## config.mk

```make
export PLATFORM = sky130hd
export DESIGN_NAME = hazard_unit
export DESIGN_NICKNAME = d
export VERILOG_FILES = /design/src/rtl/hazard_unit.sv
export SDC_FILE = /design/constraint.sdc
export NUM_CORES = 1
export LEC_CHECK = 0
export CAP_MARGIN = 20
export CORE_AREA = 8 8 57 59
export CTS_BUF_LIST = sky130_fd_sc_hd__clkbuf_4
export DETAILED_ROUTE_END_ITERATION = 10
export DIE_AREA = 0 0 65 67
export PLACE_DENSITY = 0.86
export SYNTH_ARGS = -nofsm -noshare
export SYNTH_HDL_FRONTEND = slang
export SYNTH_SLANG_ARGS = --single-unit
```

## constraint.sdc

```tcl
create_clock -name clk -period 3 [get_ports clk]
set_input_delay 0.3 -clock clk [delete_from_list [all_inputs] [get_ports clk]]
set_output_delay 0.3 -clock clk [all_outputs]
set_load 0.05 [all_outputs]
```

## src/rtl/hazard_unit.sv

```systemverilog
`default_nettype none
// ============================================================================
// Module   : hazard_unit
// Purpose  : Pipeline hazard controller for the 5-stage MIPS core. Resolves
//            RAW hazards by forwarding where possible and stalling where not
//            (load-use, branch compare in Decode, HI/LO read while a
//            multiply/divide is still in flight).
// Revision : 1.0 - initial release
// ----------------------------------------------------------------------------
// Parameters
//   MULT_CYCLES  cycles from MULT/MULTU entering Execute until HI/LO valid (2..63)
//   DIV_CYCLES   cycles from DIV/DIVU entering Execute until HI/LO valid  (2..63)
// Ports
//   clk, reset                    clock, synchronous active-high reset
//   Rs/Rt_decode, Rs/Rt_execute   source register fields in Decode / Execute
//   write_reg_*, register_write_* destination + write enable per later stage
//   memory_to_register_*          load flag in Execute / Memory
//   branch_decode                 branch / JR / JALR comparing in Decode
//   hilo_access_decode            HI/LO user in Decode
//   muldiv_start_execute          MULT/DIV op in Execute, muldiv_is_div_execute
//                                 selects the divide latency
//   stall_fetch, stall_decode     hold PC and Fetch/Decode register
//   clear_execute                 bubble into Decode/Execute register
//   forward_A/B_decode            Decode comparand from Memory ALU result
//   forward_A/B_execute           ALU source: 00 regfile, 10 Memory, 01 Writeback
//   muldiv_busy                   multiply/divide countdown non-zero
//   stall_cycles (optional)       32-bit count of stalled cycles
// Optional feature macro: HAZARD_STALL_COUNTER_EN adds the stall_cycles port.
// All outputs read 0 while reset is high.
// ============================================================================
module hazard_unit #(
  parameter int MULT_CYCLES = 4,
  parameter int DIV_CYCLES  = 32
) (
  input  logic       clk,
  input  logic       reset,
  input  logic [4:0] Rs_decode,
  input  logic [4:0] Rt_decode,
  input  logic [4:0] Rs_execute,
  input  logic [4:0] Rt_execute,
  input  logic [4:0] write_reg_execute,
  input  logic       register_write_execute,
  input  logic       memory_to_register_execute,
  input  logic [4:0] write_reg_memory,
  input  logic       register_write_memory,
  input  logic       memory_to_register_memory,
  input  logic [4:0] write_reg_writeback,
  input  logic       register_write_writeback,
  input  logic       branch_decode,
  input  logic       hilo_access_decode,
  input  logic       muldiv_start_execute,
  input  logic       muldiv_is_div_execute,
  output logic       stall_fetch,
  output logic       stall_decode,
  output logic       clear_execute,
  output logic       forward_A_decode,
  output logic       forward_B_decode,
  output logic [1:0] forward_A_execute,
  output logic [1:0] forward_B_execute,
`ifdef HAZARD_STALL_COUNTER_EN
  output logic [31:0] stall_cycles,
`endif
  output logic       muldiv_busy
);

  localparam logic [5:0] MULT_LOAD = 6'(MULT_CYCLES);
  localparam logic [5:0] DIV_LOAD  = 6'(DIV_CYCLES);

  localparam logic [1:0] FWD_REGFILE   = 2'b00;
  localparam logic [1:0] FWD_MEMORY    = 2'b10;
  localparam logic [1:0] FWD_WRITEBACK = 2'b01;

  logic [5:0] count;

  // Stage writers that can actually produce a value ($0 is never a source).
  logic ex_writes, mem_writes, wb_writes;
  assign ex_writes  = register_write_execute   && (write_reg_execute   != 5'd0);
  assign mem_writes = register_write_memory    && (write_reg_memory    != 5'd0);
  assign wb_writes  = register_write_writeback && (write_reg_writeback != 5'd0);

  logic ex_hits_decode, mem_hits_decode;
  assign ex_hits_decode  = (write_reg_execute == Rs_decode) || (write_reg_execute == Rt_decode);
  assign mem_hits_decode = (write_reg_memory  == Rs_decode) || (write_reg_memory  == Rt_decode);

  logic load_stall, branch_stall, hilo_stall, stall;

  assign load_stall = memory_to_register_execute && ex_writes && ex_hits_decode;

  // Decode compares need the value this cycle: an Execute writer or a load in
  // Memory cannot supply it yet; a Memory ALU result is forwarded instead.
  assign branch_stall = branch_decode &&
                        ((ex_writes && ex_hits_decode) ||
                         (memory_to_register_memory && (write_reg_memory != 5'd0) &&
                          mem_hits_decode));

  // count == 1 means HI/LO is ready by the time the reader reaches Execute.
  assign hilo_stall = hilo_access_decode && ((count > 6'd1) || muldiv_start_execute);

  assign stall = load_stall || branch_stall || hilo_stall;

  // Execute-stage forward selection: Memory has priority over Writeback.
  function automatic logic [1:0] fwd_sel(input logic [4:0] src);
    if (mem_writes && (write_reg_memory == src))
      fwd_sel = FWD_MEMORY;
    else if (wb_writes && (write_reg_writeback == src))
      fwd_sel = FWD_WRITEBACK;
    else
      fwd_sel = FWD_REGFILE;
  endfunction

  logic [1:0] fwd_a_ex, fwd_b_ex;
  assign fwd_a_ex = fwd_sel(Rs_execute);
  assign fwd_b_ex = fwd_sel(Rt_execute);

  logic fwd_a_dec, fwd_b_dec;
  assign fwd_a_dec = mem_writes && (write_reg_memory == Rs_decode);
  assign fwd_b_dec = mem_writes && (write_reg_memory == Rt_decode);

  // Multiply/divide occupancy countdown. A new start always reloads.
  always_ff @(posedge clk) begin
    if (reset)
      count <= 6'd0;
    else if (muldiv_start_execute)
      count <= muldiv_is_div_execute ? DIV_LOAD : MULT_LOAD;
    else if (count != 6'd0)
      count <= count - 6'd1;
  end

  // Outputs are held at 0 for the whole reset interval, including the first
  // reset cycle before the synchronous clear has taken effect.
  assign stall_fetch       = !reset && stall;
  assign stall_decode      = !reset && stall;
  assign clear_execute     = !reset && stall;
  assign forward_A_decode  = !reset && fwd_a_dec;
  assign forward_B_decode  = !reset && fwd_b_dec;
  assign forward_A_execute = reset ? FWD_REGFILE : fwd_a_ex;
  assign forward_B_execute = reset ? FWD_REGFILE : fwd_b_ex;
  assign muldiv_busy       = !reset && (count != 6'd0);

`ifdef HAZARD_STALL_COUNTER_EN
  logic [31:0] stall_cnt;

  always_ff @(posedge clk) begin
    if (reset)
      stall_cnt <= 32'd0;
    else if (stall_decode)
      stall_cnt <= stall_cnt + 32'd1;
  end

  assign stall_cycles = reset ? 32'd0 : stall_cnt;
`endif

endmodule
`default_nettype wire
```

==> reports/results.txt <==
Crit path arrival time - 2280 ps
internal power - 0.2725 mW
final instance area - 1553 um2
CTS tree - built
GRT Total Usage - 13.79%
area delta synth->final - 62.01%
area of the multi-input gates - 775.7 um2
Vias/cell - 5.129
Most Crowded Layer GR - met2
CP max FO - 5
vias in the first global route - 1,192
Largest Register - count
total congestion overflow - 0
Clock Path Buffers - 2
RSZ-0062 raised after global routing - no
clock latency at the later pin of the worst-skew pair - 250 ps
post-route setup TNS - 0 ps
Post-DRT Antenna Nets - 0
I/O pin total - 56
Post-CTS Repair Setup Buffers - 0
register share of total power - 22.7%
met3 Resource Use GR - 2.852%
Top FF cell, synth - dfxtp_1
DIE AREA - 4355 um2
# Max-Cap Violations - 0
Worst Skew - 0.2119 ps
switch share - 38.87%
most numerous cell in the Yosys netlist - xor2_1
met2 Use GR - 26.71%
Synthesized Nets - 170
mapped cell area - 958.4 um2
LEAKAGE - 0.5639 nW
total CTS buffers - 3
Rel. slew slack - 60.02%
H-tree Lvls - 1
combinational share of power - 60.3%
largest net degree at the start of global routing - 15
root buffer cell - clkbuf_4
WL final - 2981 um
Setup WS post-layout - 422.7 ps
PD cells - 287.0 nW/um2
Synth Register Bits - 6
post-CTS resize count - 0
min-delay worst type - flip-flop to flip-flop
CP Data Required Time - 2700 ps
Seq/Total Area, Yosys - 12.53%
Commonest cells post-synth - xor2_1, xnor2_1, nor3_1
DRC errors left - 0
Register Area - 120.1 um2
Cells after Synth - 122
first-pass iteration count of the detailed router - 3
First DRT Iteration DRCs - 36
Max Slew Vio Count - 0
Max Fclk - 0.3880 GHz
Antenna diodes - 0
final hold violation count - 0
num rows - 18
EDFF count, synth - 0
Worst-Margin Slew - 594.2 ps
largest registers - count x6
YS warnings - 0
Worst-path clk slew - 40 ps
syn avg cell area - 7.856 um2
Psw - 0.1732 mW
share of cells above drive strength 1 - 10.47%
wire per inst - 14.76 um
post-synthesis cell type count - 34
biggest area consumer among synthesized cells - xor2_1
asr flop ratio synth - 0%
DP Worst Slack - 413.5 ps
Die Span X - 65 um
Die H - 67 um
PortBufs - 55
via count - 1,036
initial antenna violation count - 0
met1 usage - 13.69%
Total Nets Final - 222
Worst setup EP type - output pin
max FFs per register - 6
# fillers - 194
Startpoint Class - input pin
Worst Path Class, Setup - input pin to output pin
clock power share - 17.0%
Yosys top cell area share - 21.02%
Final setup viols - 0
Hold Buf Count CTS - 0
final period utilization - 85.91%
TritonCTS Sinks - 6
Initial Util - 40.53%
Placed Area - 1530 um2
Peak supply drop - 0.0002260 V
synth top area cells - xor2_1, xnor2_1, dfxtp_1, nor3_1, or4_1
HPWL Detailed - 2669 um
first-pass GRT wire length - 4871 um
CORE AREA - 2365 um2
Final Critical Period - 2577 ps
gp weighted congestion - 0.8335
status - complete, no violations
## power groups by stage
stage / Combinational [mW] / Sequential, mW / Clock (mW)
6_report: 0.269 / 0.101 / 0.0759
5_1_grt: 0.292 / 0.102 / 0.0851
4_1_cts: 0.270 / 0.101 / 0.0792
3_5_place_dp: 0.269 / 0.102 / 0
3_3_place_gp: 0.259 / 0.101 / 0
2_1_floorplan: 0.165 / 0.0994 / 0
## kinds of logic (layout without fill, tap and decap cells)
family          after synthesis  count (layout)  share of synthesized area [%]
compound gates               11              11                          8.749
xor+xnor                     42              42                          38.38
fa+ha+maj                     2               2                          2.611
buf+inv                      12              62                          6.526
flops                         6               6                          12.53
mux                           1               1                          1.044
simple gates                 48              48                          30.16
## area by class of cell
type | instances | share of cell area (%)
clock buffers | 3 | 1.450
multi-input cells | 104 | 49.96
well taps | 30 | 2.417
flip-flops and latches | 6 | 7.736
inverters | 3 | 0.7252
repair buffers | 56 | 37.71
## worst max-delay path, stage by stage
cell and delay [ps]:
clkdlybuf4s50_1 530, or4_4 610, o21ai_4 180, nor4_1 100, nor4_2 380, buf_12 180
## stage by stage
stage	std cells	util (%)	hold slack, ps	power, mW
final	202	65.66	513.3	0.4457
after global routing	202	65.66	547.9	0.4790
after CTS	202	65.66	515.7	0.4500
after detailed placement	199	64.71	505.5	0.3717
after global placement	199	64.71	489.5	0.3604
after floorplan	122	-	389.7	0.2643
## cells in the final DEF (no fill, tap or decap), drive strengths merged, types with 3 or more instances in the layout
cell type and count:
inv 3, nand2 6, nor4 5, nor2b 4, nand3 5, or4 5
o21ai 3, xnor2 19, clkbuf 3, nor3 8, xor2 23, nor2 7
clkdlybuf4s50 46, buf 10, dfxtp 6
## final timing paths
check / end / cells after the start / startpoint / slack [ps]
worst max-delay path: forward_A_execute[0] / 6 / write_reg_memory[1] / 420
worst min-delay path: count[4] / 2 / count[4] / 510
worst max register to register: count[1] / 3 / count[5] / 1410
worst min register to register: count[4] / 2 / count[4] / 510
## metal layers
| metal | wire, um | vias up |
|---|---|---|
| met3 | 145 | 6 |
| met4 | 52 | 0 |
| li1 | - | 523 |
| met1 | 1240 | 468 |
| met5 | 0 | - |
| met2 | 1542 | 39 |
Power figures use the tool's default switching activity.
